[config.mk]
export PLATFORM = sky130hd
export DESIGN_NAME = ripple_count_capture
export DESIGN_NICKNAME = d
export VERILOG_FILES = /design/src/rtl/ripple_count_capture.sv
export SDC_FILE = /design/constraint.sdc
export NUM_CORES = 1
export LEC_CHECK = 0
export ABC_AREA = 1
export CAP_MARGIN = 10
export CORE_MARGIN = 3
export CORE_UTILIZATION = 50
export CTS_CLUSTER_DIAMETER = 60
export DETAILED_ROUTE_END_ITERATION = 8
export GPL_TIMING_DRIVEN = 0
export HOLD_SLACK_MARGIN = 0.1
export PLACE_DENSITY = 0.82
export SLEW_MARGIN = 40
export SYNTH_ARGS = -nofsm -noshare
export SYNTH_HDL_FRONTEND = slang
export SYNTH_SLANG_ARGS = --single-unit
export TNS_END_PERCENT = 1
[constraint.sdc]
create_clock -name clk -period 1.65 [get_ports clk]
set_input_delay 0.33 -clock clk [delete_from_list [all_inputs] [get_ports clk]]
set_output_delay 0.33 -clock clk [all_outputs]
set_load 0.1 [all_outputs]
[src/rtl/ripple_count_capture.sv]
// Captures a settled count from an asynchronous ripple counter.
// Tracks wrap-arounds and times out requests that never settle.
module ripple_count_capture #(
  parameter int WIDTH     = 4,
  parameter int MAX_TRIES = 8,
  parameter int WRAP_W    = 8,
  localparam int TW = (MAX_TRIES > 2) ? $clog2(MAX_TRIES) : 1
) (
  input  logic              clk,
  input  logic              clr,
  input  logic [WIDTH-1:0]  q_in,
  input  logic              sample_req,
  output logic [WIDTH-1:0]  count_out,
  output logic              count_valid,
  output logic              tc_pulse,
  output logic [WRAP_W-1:0] wrap_cnt,
  output logic              busy,
  output logic              err
);

  typedef enum logic {
    IDLE,
    WAIT
  } state_t;

  localparam logic [TW-1:0] LAST_TRY = TW'(MAX_TRIES - 1);

  state_t            state_q;
  logic [WIDTH-1:0]  s1_q, s2_q, s3_q;
  logic [WIDTH-1:0]  cnt_q, last_q;
  logic [WRAP_W-1:0] wrap_q;
  logic [TW-1:0]     tries_q;
  logic              valid_q, tc_q, err_q;
  logic              stable;
  logic              wrapped;

  // Two settled samples in a row mean the ripple has finished.
  assign stable  = (s2_q == s3_q);
  assign wrapped = (s2_q < last_q);

  // Resample the ripple bits into clk domain in every state.
  always_ff @(posedge clk or posedge clr) begin
    if (clr) begin
      s1_q <= '0;
      s2_q <= '0;
      s3_q <= '0;
    end else begin
      s1_q <= q_in;
      s2_q <= s1_q;
      s3_q <= s2_q;
    end
  end

  // Request FSM with registered capture results and pulses.
  always_ff @(posedge clk or posedge clr) begin
    if (clr) begin
      state_q <= IDLE;
      cnt_q   <= '0;
      last_q  <= '0;
      wrap_q  <= '0;
      tries_q <= '0;
      valid_q <= 1'b0;
      tc_q    <= 1'b0;
      err_q   <= 1'b0;
    end else begin
      valid_q <= 1'b0;
      tc_q    <= 1'b0;
      err_q   <= 1'b0;
      unique case (state_q)
        IDLE: begin
          if (sample_req) begin
            state_q <= WAIT;
            tries_q <= '0;
          end
        end
        WAIT: begin
          if (stable) begin
            cnt_q   <= s2_q;
            last_q  <= s2_q;
            valid_q <= 1'b1;
            state_q <= IDLE;
            if (wrapped) begin
              tc_q   <= 1'b1;
              wrap_q <= wrap_q + WRAP_W'(1);
            end
          end else if (tries_q == LAST_TRY) begin
            err_q   <= 1'b1;
            state_q <= IDLE;
          end else begin
            tries_q <= tries_q + TW'(1);
          end
        end
        default: state_q <= IDLE;
      endcase
    end
  end

  assign count_out   = cnt_q;
  assign count_valid = valid_q;
  assign tc_pulse    = tc_q;
  assign wrap_cnt    = wrap_q;
  assign busy        = (state_q == WAIT);
  assign err         = err_q;

endmodule

# After elaboration in Yosys (flattened, before gate mapping)
# Cells that the tools add are included.
# classes
magnitude_cmp	1
muxes	16
n_bitwise	1
n_reduce_logical	3
eq_ne	5
n_addsub	2
# ops
op	n
1-bit 2-to-1 mux	11
3-bit 2-to-1 mux	3
8-bit by 1-bit adder with 8-bit output (second input constant)	1
2-bit inequality test (second input constant)	3
3-bit case mux with 2 select lines	1
3-bit AND reduction	2
4-bit == test	1
4-bit less-than comparator	1
3-bit by 1-bit adder with 3-bit output (second input constant)	1
3-bit == test (second input constant)	1
1-bit case mux with 2 select lines	1
2-bit AND reduction	1
1-bit inverter	1
# word_totals
out_inout_bits	16
word_cells	38
ff_bits	31

# Depth between registers and ports, before layout
# Gate-level depths: netlist (run 1).
# depth
word_depth	4
mapped_depth	10
depth_no_buf	10

# Worst setup path after synthesis (run 1)
# No wires, ideal clock.
# synth_timing
path_kind	reg-to-reg
from	register last_q[3]
to	register wrap_q[2] (netlist: wrap_cnt[2])
synth_period_minus_slack_ns	2.032
stages_incl_launch_ff	9
slack_ns	-0.382
arrival_time_ns	1.909
t_required_ns	1.527
cell_sequence	dfrtp_1 > inv_1 > ha_1 > a21oi_1 > nand2_1 > inv_1 > nand2_2 > nand2_1 > nand2_1
# synth_via
elab_chain_cells	2
# synth_rtl
element	line_no	rtl
from (decl)	30	logic [WIDTH-1:0] cnt_q, last_q;
from (signal assigned)	79	last_q <= s2_q;
4-bit less-than comparator	39	assign wrapped = (s2_q < last_q);
3-bit AND reduction (no line)	--	
to (signal assigned)	84	wrap_q <= wrap_q + WRAP_W'(1);
to (decl)	31	logic [WRAP_W-1:0] wrap_q;
# No other way between the ends.
# A chain may end at the register's enable or synchronous reset.

# Worst setup path after layout (run 1)
# layout_timing
from	register wrap_q[5] (netlist: wrap_cnt[5])
to	output wrap_cnt[5]
# layout_rtl
element	line_no	rtl
to (decl)	16	output logic [WRAP_W-1:0] wrap_cnt,
# No word-level cell between the ends.

==> summary.txt, run 1 <==
Power and ir drop
  • Switching share of total power: 0.492
  • Power Internal: between 0.001 and 0.0015 W
  • Psw: 0.00140 W
  • Reg power frac: 0.368
  • Clk pwr share: 0.174
  • Pwr per Cell Area: between 1500 and 2000 nW/um2
  • Leak Pwr: 0.917 nW
  • Combinational Power Share: 0.457
  • Peak VDD IR: 1.35 mV

Routing
  • Initial DRC Count: 35
  • Vias per inst: between 4 and 5
  • Drt pass-1 iters: 6
  • Vias: 990
  • M1 wire length: 1030 um
  • Routed wl met3: 124 um
  • DR WL met2: 1050 um
  • Antenna Nets Post-Route: 0
  • Top Layer Used: met4
  • Routed wire length: around 2200 um
  • Drt drc: 0
  • Wirelength per Cell: 10.8 um

Synth
  • Post-synthesis mux area share: 0
  • Yosys reg bits: 31
  • Yosys top cell area share: 0.563
  • Post-synthesis async set-or-reset flop share: 1.00
  • Commonest cells in the netlist: nand2_1 (57), dfrtp_1 (31), inv_1 (23), nand3_1 (7), ha_1 (6)
  • Count leader, synth: nand2_1
  • Gate Count Post-Synth: 148
  • Post-synth top flop: dfrtp_1
  • Yosys top cell by area: dfrtp_1
  • Main combinational cell family by area after synthesis: simple AND/OR/NAND/NOR gates
  • YS warnings: 0
  • Adder-cell share of the synthesized area: 0.0544
  • Number of synthesized flops with an enable pin: 0
  • Share of the yosys chip area belonging to registers: 0.563
  • Simple-gate share of the synthesized area: 0.268
  • Synth top area cells: dfrtp_1 (56%), nand2_1 (16%), inv_1 (6.3%)
  • Post-synthesis cell type count: 16
  • Synth Area in Compound Gates: 0.0181
  • Post-Synth XOR/XNOR Area: 0.0318
  • Synthesized Nets: approximately 160
  • Cell Area, Synth: 1380 um2
  • Syn_area_per_cell: 9.32 um2

Clock network
  • Worst-Skew Late Latency: 330 ps
  • # resized after CTS: 0
  • Clock-pin slew on the worst setup and hold paths: 90 ps
  • Postcts setup bufs: 0
  • Max Buffers Root-to-Sink: 2
  • CTS Buf Count: 5
  • CTS Hold Buffers Added: 0
  • H-tree levels: 2
  • Sink Count: 31
  • Root Buffer: clkbuf_4
  • CTS tree: built

GRT
  • First-pass GRT wire length: 4180 um
  • Congestion Overflow GR: 0
  • Largest net degree at the start of global routing: 32
  • Vias in the first global route: 976
  • Initial antenna violation count: 0
  • Tot GR Track Use: 0.166

Setup path
  • Crit end category: primary output
  • WS Path Type: reg2out
  • CP cell instances: buf_2
  • Crit path launch type: flip-flop
  • Critical Path AT: 1220 ps
  • Crit path largest cell delay: 460 ps
  • Slowest stage cell, crit path: buf_2
  • WP buf/inv: 1
  • Worst Path Required: 1320 ps
  • CP delay by family, top: buffers and inverters
  • CP max FO: 5

Placement
  • Inst Count DP: 200
  • Final RePlAce weighted congestion: 0.796
  • Final HPWL DP: 1630 um
  • I/O Buffers: 22

Final layout
  • Final layout net count: 190
  • Layout Cells excl Fill: 208
  • Multi-input logic area: 519 um2
  • Layout area overhead: 19.8%
  • Register area: 796 um2
  • # fillers: 216
  • Ant diodes: 0
  • Layout Utilization: 0.649
  • Layout cells sized above 1: 0.247

STA
  • Hold Vio Cnt, Final: 0
  • RSZ-0062 raised after global routing: false
  • Fmax: roughly 650 MHz
  • Hold WS: about 350 ps
  • Final min period: 1550 ps
  • Final Slew Violations: 0
  • Clock Skew: 4.60 ps
  • Setup-failing EPs final: 0
  • Slew margin rel.: 0.594
  • Least-Margin Pin Slew: 609 ps
  • TNS Setup: 0 ps
  • Period utilization: 0.938

Outcome
  • Status: completed

Floorplanning
  • Row cnt: 18
  • Die W: 58.5 um
  • Die height: 58.5 um
  • Core area: 2540 um2
  • I/O pin count: 23
  • Die area: 3420 um2
  • Starting Density: 0.542

Run
  • Max-cap violations: 0

Hold path
  • Worst hold-check path type: reg2reg
## worst paths after layout
path | start | to | slack [ps] | cells after the start
worst min register to register | s1_q[1]$_DFF_PP0_ | s2_q[1]$_DFF_PP0_ | 350 | 0
worst max-delay path | wrap_cnt[5]$_DFFE_PP0P_ | wrap_cnt[5] | 100 | 1
max in group asynchronous | clr | last_q[2]$_DFFE_PP0P_ | 800 | 2
worst min-delay path | s1_q[1]$_DFF_PP0_ | s2_q[1]$_DFF_PP0_ | 350 | 0
min in group asynchronous | clr | s1_q[3]$_DFF_PP0_ | 390 | 2
worst max register to register | last_q[3]$_DFFE_PP0P_ | wrap_cnt[7]$_DFFE_PP0P_ | 160 | 10
## per-stage QoR
stage	power (W)	area, um2	setup slack (ps)
finish	0.00285	1650	102
global route	0.00305	1650	5.23
CTS	0.00286	1650	95.8
detailed placement	0.00237	1580	141
global placement	0.00242	1660	-246
floorplan	0.00215	1400	4.38
## layout by cell type (no fill, tap or decap)
cell type | Yosys | routed
xor2_1 | 5 | 5
nor3_2 | 1 | 1
dfrtp_2 | 0 | 7
a21oi_2 | 0 | 1
nand2_2 | 2 | 3
inv_1 | 23 | 22
nand3_4 | 1 | 1
nand3_1 | 7 | 7
clkbuf_1 | 1 | 2
nor2_4 | 3 | 3
buf_2 | 0 | 16
dfrtp_4 | 0 | 3
dfrtp_1 | 31 | 21
nor2_1 | 2 | 2
ha_1 | 6 | 6
clkdlybuf4s50_1 | 0 | 6
clkbuf_8 | 0 | 2
nand4_1 | 3 | 3
inv_2 | 0 | 1
nand2_1 | 57 | 56
o21ai_0 | 4 | 4
nor2_8 | 1 | 1
clkbuf_4 | 0 | 5
## cells by family after synthesis
family                     count (synthesis)
buffers and inverters                     24
AOI/OAI and AO/OA                          5
and+or+nand+nor                           77
adders and majority gates                  6
DFF                                       31
xor gates and xnor gates                   5
## final cells by class
type | count | area share
Sequential cell | 31 | 0.482
Multi-Input combinational cell | 93 | 0.314
Timing Repair Buffer | 22 | 0.0848
Inverter | 23 | 0.0523
Clock buffer | 8 | 0.0417
Tap cell | 30 | 0.0227
Buffer | 1 | 0.00227
## state kept, by name, indices dropped and copies added, names as in the netlist, 3 cells and up
name	count
s1_q	4
wrap_cnt	8
s3_q	4
s2_q	4
last_q	4
tries_q	3
## power by group through the flow
stage | Sequential, W | Clock [W] | Combinational [W]
6_report | 0.00105 | 0.000496 | 0.00130
5_1_grt | 0.00107 | 0.000565 | 0.00141
4_1_cts | 0.00105 | 0.000510 | 0.00130
3_5_place_dp | 0.00106 | 0 | 0.00130
3_3_place_gp | 0.00105 | 0 | 0.00137
2_1_floorplan | 0.00174 | 0 | 0.000413
## routing by layer
| layer | global-route usage | up-vias |
|---|---|---|
| li1 | - | 509 |
| met1 | 0.202 | 458 |
| met2 | 0.263 | 19 |
| met3 | 0.0724 | 4 |
| met4 | 0.0596 | 0 |
| met5 | 0 | - |
(Power assumes the default switching activity.)
==> run 2, diff against run 1 <==
--- a/config.mk
+++ b/config.mk
@@ -5,7 +5,6 @@
 export SDC_FILE = /design/constraint.sdc
 export NUM_CORES = 1
 export LEC_CHECK = 0
-export ABC_AREA = 1
 export CAP_MARGIN = 10
 export CORE_MARGIN = 3
 export CORE_UTILIZATION = 50
@@ -13,7 +12,7 @@
 export DETAILED_ROUTE_END_ITERATION = 8
 export GPL_TIMING_DRIVEN = 0
 export HOLD_SLACK_MARGIN = 0.1
-export PLACE_DENSITY = 0.82
+export PLACE_DENSITY = 0.83
 export SLEW_MARGIN = 40
 export SYNTH_ARGS = -nofsm -noshare
 export SYNTH_HDL_FRONTEND = slang
==> run 2 against run 1 <==
Against the previous run: the flow now finishes with violations (setup timing); synthesized cell count shrank 38%; global-route usage grew 1.1 points; flip-flop and latch count is the same; clock skew grew 6.9 ps; via count shrank 18%; count of clock-buffer cells in the layout shrank 2; sequential power is essentially flat; critical endpoint is now wrap_cnt[1]$_DFFE_PP0P_.
==> summary.txt, run 2 <==
Power and ir drop
  • Pwr per Cell Area: 1900 nW/um2 (was 1720 nW/um2)
  • Leak Pwr: 0.890 nW (was 0.917 nW)
  • Peak VDD IR: 1.29 mV (was 1.35 mV)

Setup path
  • Reg2reg path depth: 7 (was 10)
  • Levels on crit path: 7 (was 1)
  • Worst setup endpoint: wrap_cnt[1]$_DFFE_PP0P_ (was wrap_cnt[5])
  • Worst setup startpoint: last_q[1]$_DFFE_PP0P_ (was wrap_cnt[5]$_DFFE_PP0P_)
  • WP buf/inv: 2 (was 1)
  • Critical R2R Launch: last_q[1]$_DFFE_PP0P_ (was last_q[3]$_DFFE_PP0P_)
  • Critical Path AT: 2080 ps (was 1220 ps)
  • CP delay by family, top: flip-flops (was buffers and inverters)
  • Crit end category: flip-flop (was primary output)
  • R2R setup slack: -220 ps (was 160 ps)
  • Worst Path Required: 1860 ps (was 1320 ps)
  • Slowest stage cell, crit path: dfrtp_4 (was buf_2)
  • Most numerous cell on the critical path: o211ai_1
  • Crit path largest cell delay: 510 ps (was 460 ps)
  • CP max FO: 3 (was 5)
  • CP cell instances: inv_4 -> ha_4 -> o211ai_1 -> o211ai_1 -> buf_4 -> nor2_4 -> mux2_4 (was buf_2)
  • Crit path launch type: flip-flop (unchanged)
  • Reg-to-Reg End: wrap_cnt[1]$_DFFE_PP0P_ (was wrap_cnt[7]$_DFFE_PP0P_)
  • WS Path Type: reg2reg (was reg2out)

GRT
  • Tot GR Track Use: 0.177 (was 0.166)
  • Largest net degree at the start of global routing: 32 (unchanged)
  • Initial antenna violation count: 0 (unchanged)
  • Congestion Overflow GR: 0 (unchanged)
  • First-pass GRT wire length: 4140 um (was 4180 um)
  • Vias in the first global route: 825 (was 976)

Outcome
  • Status: complete, but fails checks (was completed)
  • Failing checks: setup timing

Synth
  • Commonest cells in the netlist: dfrtp_1 (31), inv_1 (10), ha_1 (6), xor2_1 (6), xnor2_1 (5) (was nand2_1 (57), dfrtp_1 (31), inv_1 (23), nand3_1 (7), ha_1 (6))
  • YS warnings: 0 (unchanged)
  • Post-synthesis async set-or-reset flop share: 1.00 (unchanged)
  • Share of the yosys chip area belonging to registers: 0.621 (was 0.563)
  • Gate Count Post-Synth: 92 (was 148)
  • Yosys top cell by area: dfrtp_1 (unchanged)
  • Yosys reg bits: 31 (unchanged)
  • Post-synthesis cell type count: 23 (was 16)
  • Syn_area_per_cell: 13.6 um2 (was 9.32 um2)
  • Post-synth top flop: dfrtp_1 (unchanged)
  • Synth top area cells: dfrtp_1 (62%), ha_1 (6.0%), mux2_4 (4.8%) (was dfrtp_1 (56%), nand2_1 (16%), inv_1 (6.3%))
  • Count leader, synth: dfrtp_1 (was nand2_1)
  • Yosys top cell area share: 0.621 (was 0.563)
  • Synthesized Nets: 105 (was 161)
  • Number of synthesized flops with an enable pin: 0 (unchanged)
  • Cell Area, Synth: 1250 um2 (was 1380 um2)

STA
  • RSZ-0062 raised after global routing: true (was false)
  • Hold WS: 356 ps (was 355 ps)
  • Least-Margin Pin Slew: 622 ps (was 609 ps)
  • Setup-failing EPs final: 12 (was 0)
  • Hold Vio Cnt, Final: 0 (unchanged)
  • Final Slew Violations: 0 (unchanged)
  • Final min period: 1870 ps (was 1550 ps)
  • Final setup margin: -217 ps (was 102 ps)
  • Clock Skew: 11.5 ps (was 4.60 ps)
  • Slew margin rel.: 0.585 (was 0.594)
  • Period utilization: 1.13 (was 0.938)
  • Fmax: 536 MHz (was 646 MHz)
  • TNS Setup: -1160 ps (was 0 ps)

Placement
  • I/O Buffers: 22 (unchanged)
  • Setup WS pre-CTS: -225 ps (was 141 ps)
  • Final HPWL DP: 1460 um (was 1630 um)
  • Placed inst area: 1440 um2 (was 1580 um2)
  • Final RePlAce weighted congestion: 0.765 (was 0.796)

Clock network
  • CTS Buf Count: 5 (unchanged)
  • Max Buffers Root-to-Sink: 2 (unchanged)
  • Root Buffer: clkbuf_4 (unchanged)
  • Sink Count: 31 (unchanged)
  • H-tree levels: 2 (unchanged)
  • Worst-Skew Late Latency: 330 ps (about the same)
  • Clock-pin slew on the worst setup and hold paths: 100 ps (was 90 ps)
  • CTS tree: built (unchanged)

Floorplanning
  • I/O pin count: 23 (unchanged)
  • Starting Density: 0.544 (was 0.542)
  • Die height: 56.0 um (was 58.5 um)
  • Core area: 2300 um2 (was 2540 um2)
  • Die W: 56.0 um (was 58.5 um)
  • Row cnt: 17 (was 18)
  • Die area: 3130 um2 (was 3420 um2)

Final layout
  • Ant diodes: 0 (unchanged)
  • Most frequent cells in the layout: dfrtp_1 (24), buf_2 (15), buf_4 (7) (was nand2_1 (56), inv_1 (22), dfrtp_1 (21), buf_2 (16))
  • Layout area overhead: 38.3% (was 19.8%)
  • Layout Utilization: 0.752 (was 0.649)
  • Max FFs per register: 8 (unchanged)
  • Final instance area: 1730 um2 (was 1650 um2)
  • Layout cells sized above 1: 0.485 (was 0.247)
  • Most common cell after layout, fill and taps aside: dfrtp_1 (was nand2_1)
  • Final layout net count: 142 (was 190)

Routing
  • Wirelength per Cell: 15.2 um (was 10.8 um)
  • Routed wire length: 2400 um (was 2240 um)
  • Antenna Nets Post-Route: 0 (unchanged)
  • Drt pass-1 iters: 4 (was 6)
  • Initial DRC Count: 16 (was 35)
  • Vias: 812 (was 990)
  • Drt drc: 0 (unchanged)
  • Vias per inst: 5.14 (was 4.76)

Run
  • Max-cap violations: 0 (unchanged)

Hold path
  • Worst hold-check path type: reg2reg (unchanged)
run 2: stage by stage:
stage               instances  total power, W
finish                    158         0.00329
global route              158         0.00346
CTS                       157         0.00322
detailed placement        142         0.00242
global placement          142         0.00247
floorplan                  92         0.00219
run 2: worst register-to-register path, stage by stage (launching register included):
cell,delay [ps]
dfrtp_4,510
inv_4,70
ha_4,180
o211ai_1,200
o211ai_1,180
buf_4,190
nor2_4,120
mux2_4,300
run 2: cells by family (layout without fill, tap and decap cells):
kind of cell / count (synthesis) / count (layout) / share of synthesized area
AO/OA/AOI/OAI: 3 / 3 / 0.0160
XOR/XNOR: 11 / 11 / 0.0772
adder cells (fa/ha/maj): 6 / 6 / 0.0601
buffers and inverters: 11 / 49 / 0.0391
flip-flops: 31 / 31 / 0.621
multiplexers: 8 / 8 / 0.0812
AND/OR/NAND/NOR: 22 / 22 / 0.105
run 2: worst min-delay path by stage:
stage / from / endpoint / cells past startpoint
global placement: s1_q[0]$_DFF_PP0_ / s2_q[0]$_DFF_PP0_ / 0
finish: s1_q[1]$_DFF_PP0_ / s2_q[1]$_DFF_PP0_ / 0
CTS: s1_q[0]$_DFF_PP0_ / s2_q[0]$_DFF_PP0_ / 0
detailed placement: s1_q[0]$_DFF_PP0_ / s2_q[0]$_DFF_PP0_ / 0
floorplan: s1_q[0]$_DFF_PP0_ / s2_q[0]$_DFF_PP0_ / 0
global route: s1_q[0]$_DFF_PP0_ / s2_q[0]$_DFF_PP0_ / 0
run 2: power by group:
| part | switching [W] | internal [W] |
|---|---|---|
| clock network | 0.000266 | 0.000358 |
| registers | 0.000141 | 0.000940 |
| logic | 0.00111 | 0.000473 |
run 2: metal layers:
layer | share of wire | GRT usage | up-vias | wire length, um
met2 | 0.50 | 0.270 | 24 | 1200
li1 | - | - | 387 | -
met1 | 0.42 | 0.228 | 395 | 1020
met5 | 0 | 0 | - | 0
met4 | 0.020 | 0.0644 | 0 | 49
met3 | 0.055 | 0.0719 | 6 | 131
run 2: area by class of cell:
class | count | area, um2
plain buffers | 1 | 11.3
clock buffers | 6 | 51.3
clock inverters | 2 | 35.0
fillers | 143 | 571
inverters | 10 | 40.0
multi-input cells | 50 | 556
flip-flops and latches | 31 | 792
well taps | 28 | 35.0
repair buffers | 30 | 206
run 2: repair_timing:
| action | CTS | global route |
|---|---|---|
| cloned | 0 | 0 |
| endpoints found under the setup margin | 12 | 18 |
| buffers inserted | 7 | 1 |
| resized for setup | 14 | 9 |
| hold buffers | 0 | 0 |
| pin swaps | 10 | 7 |
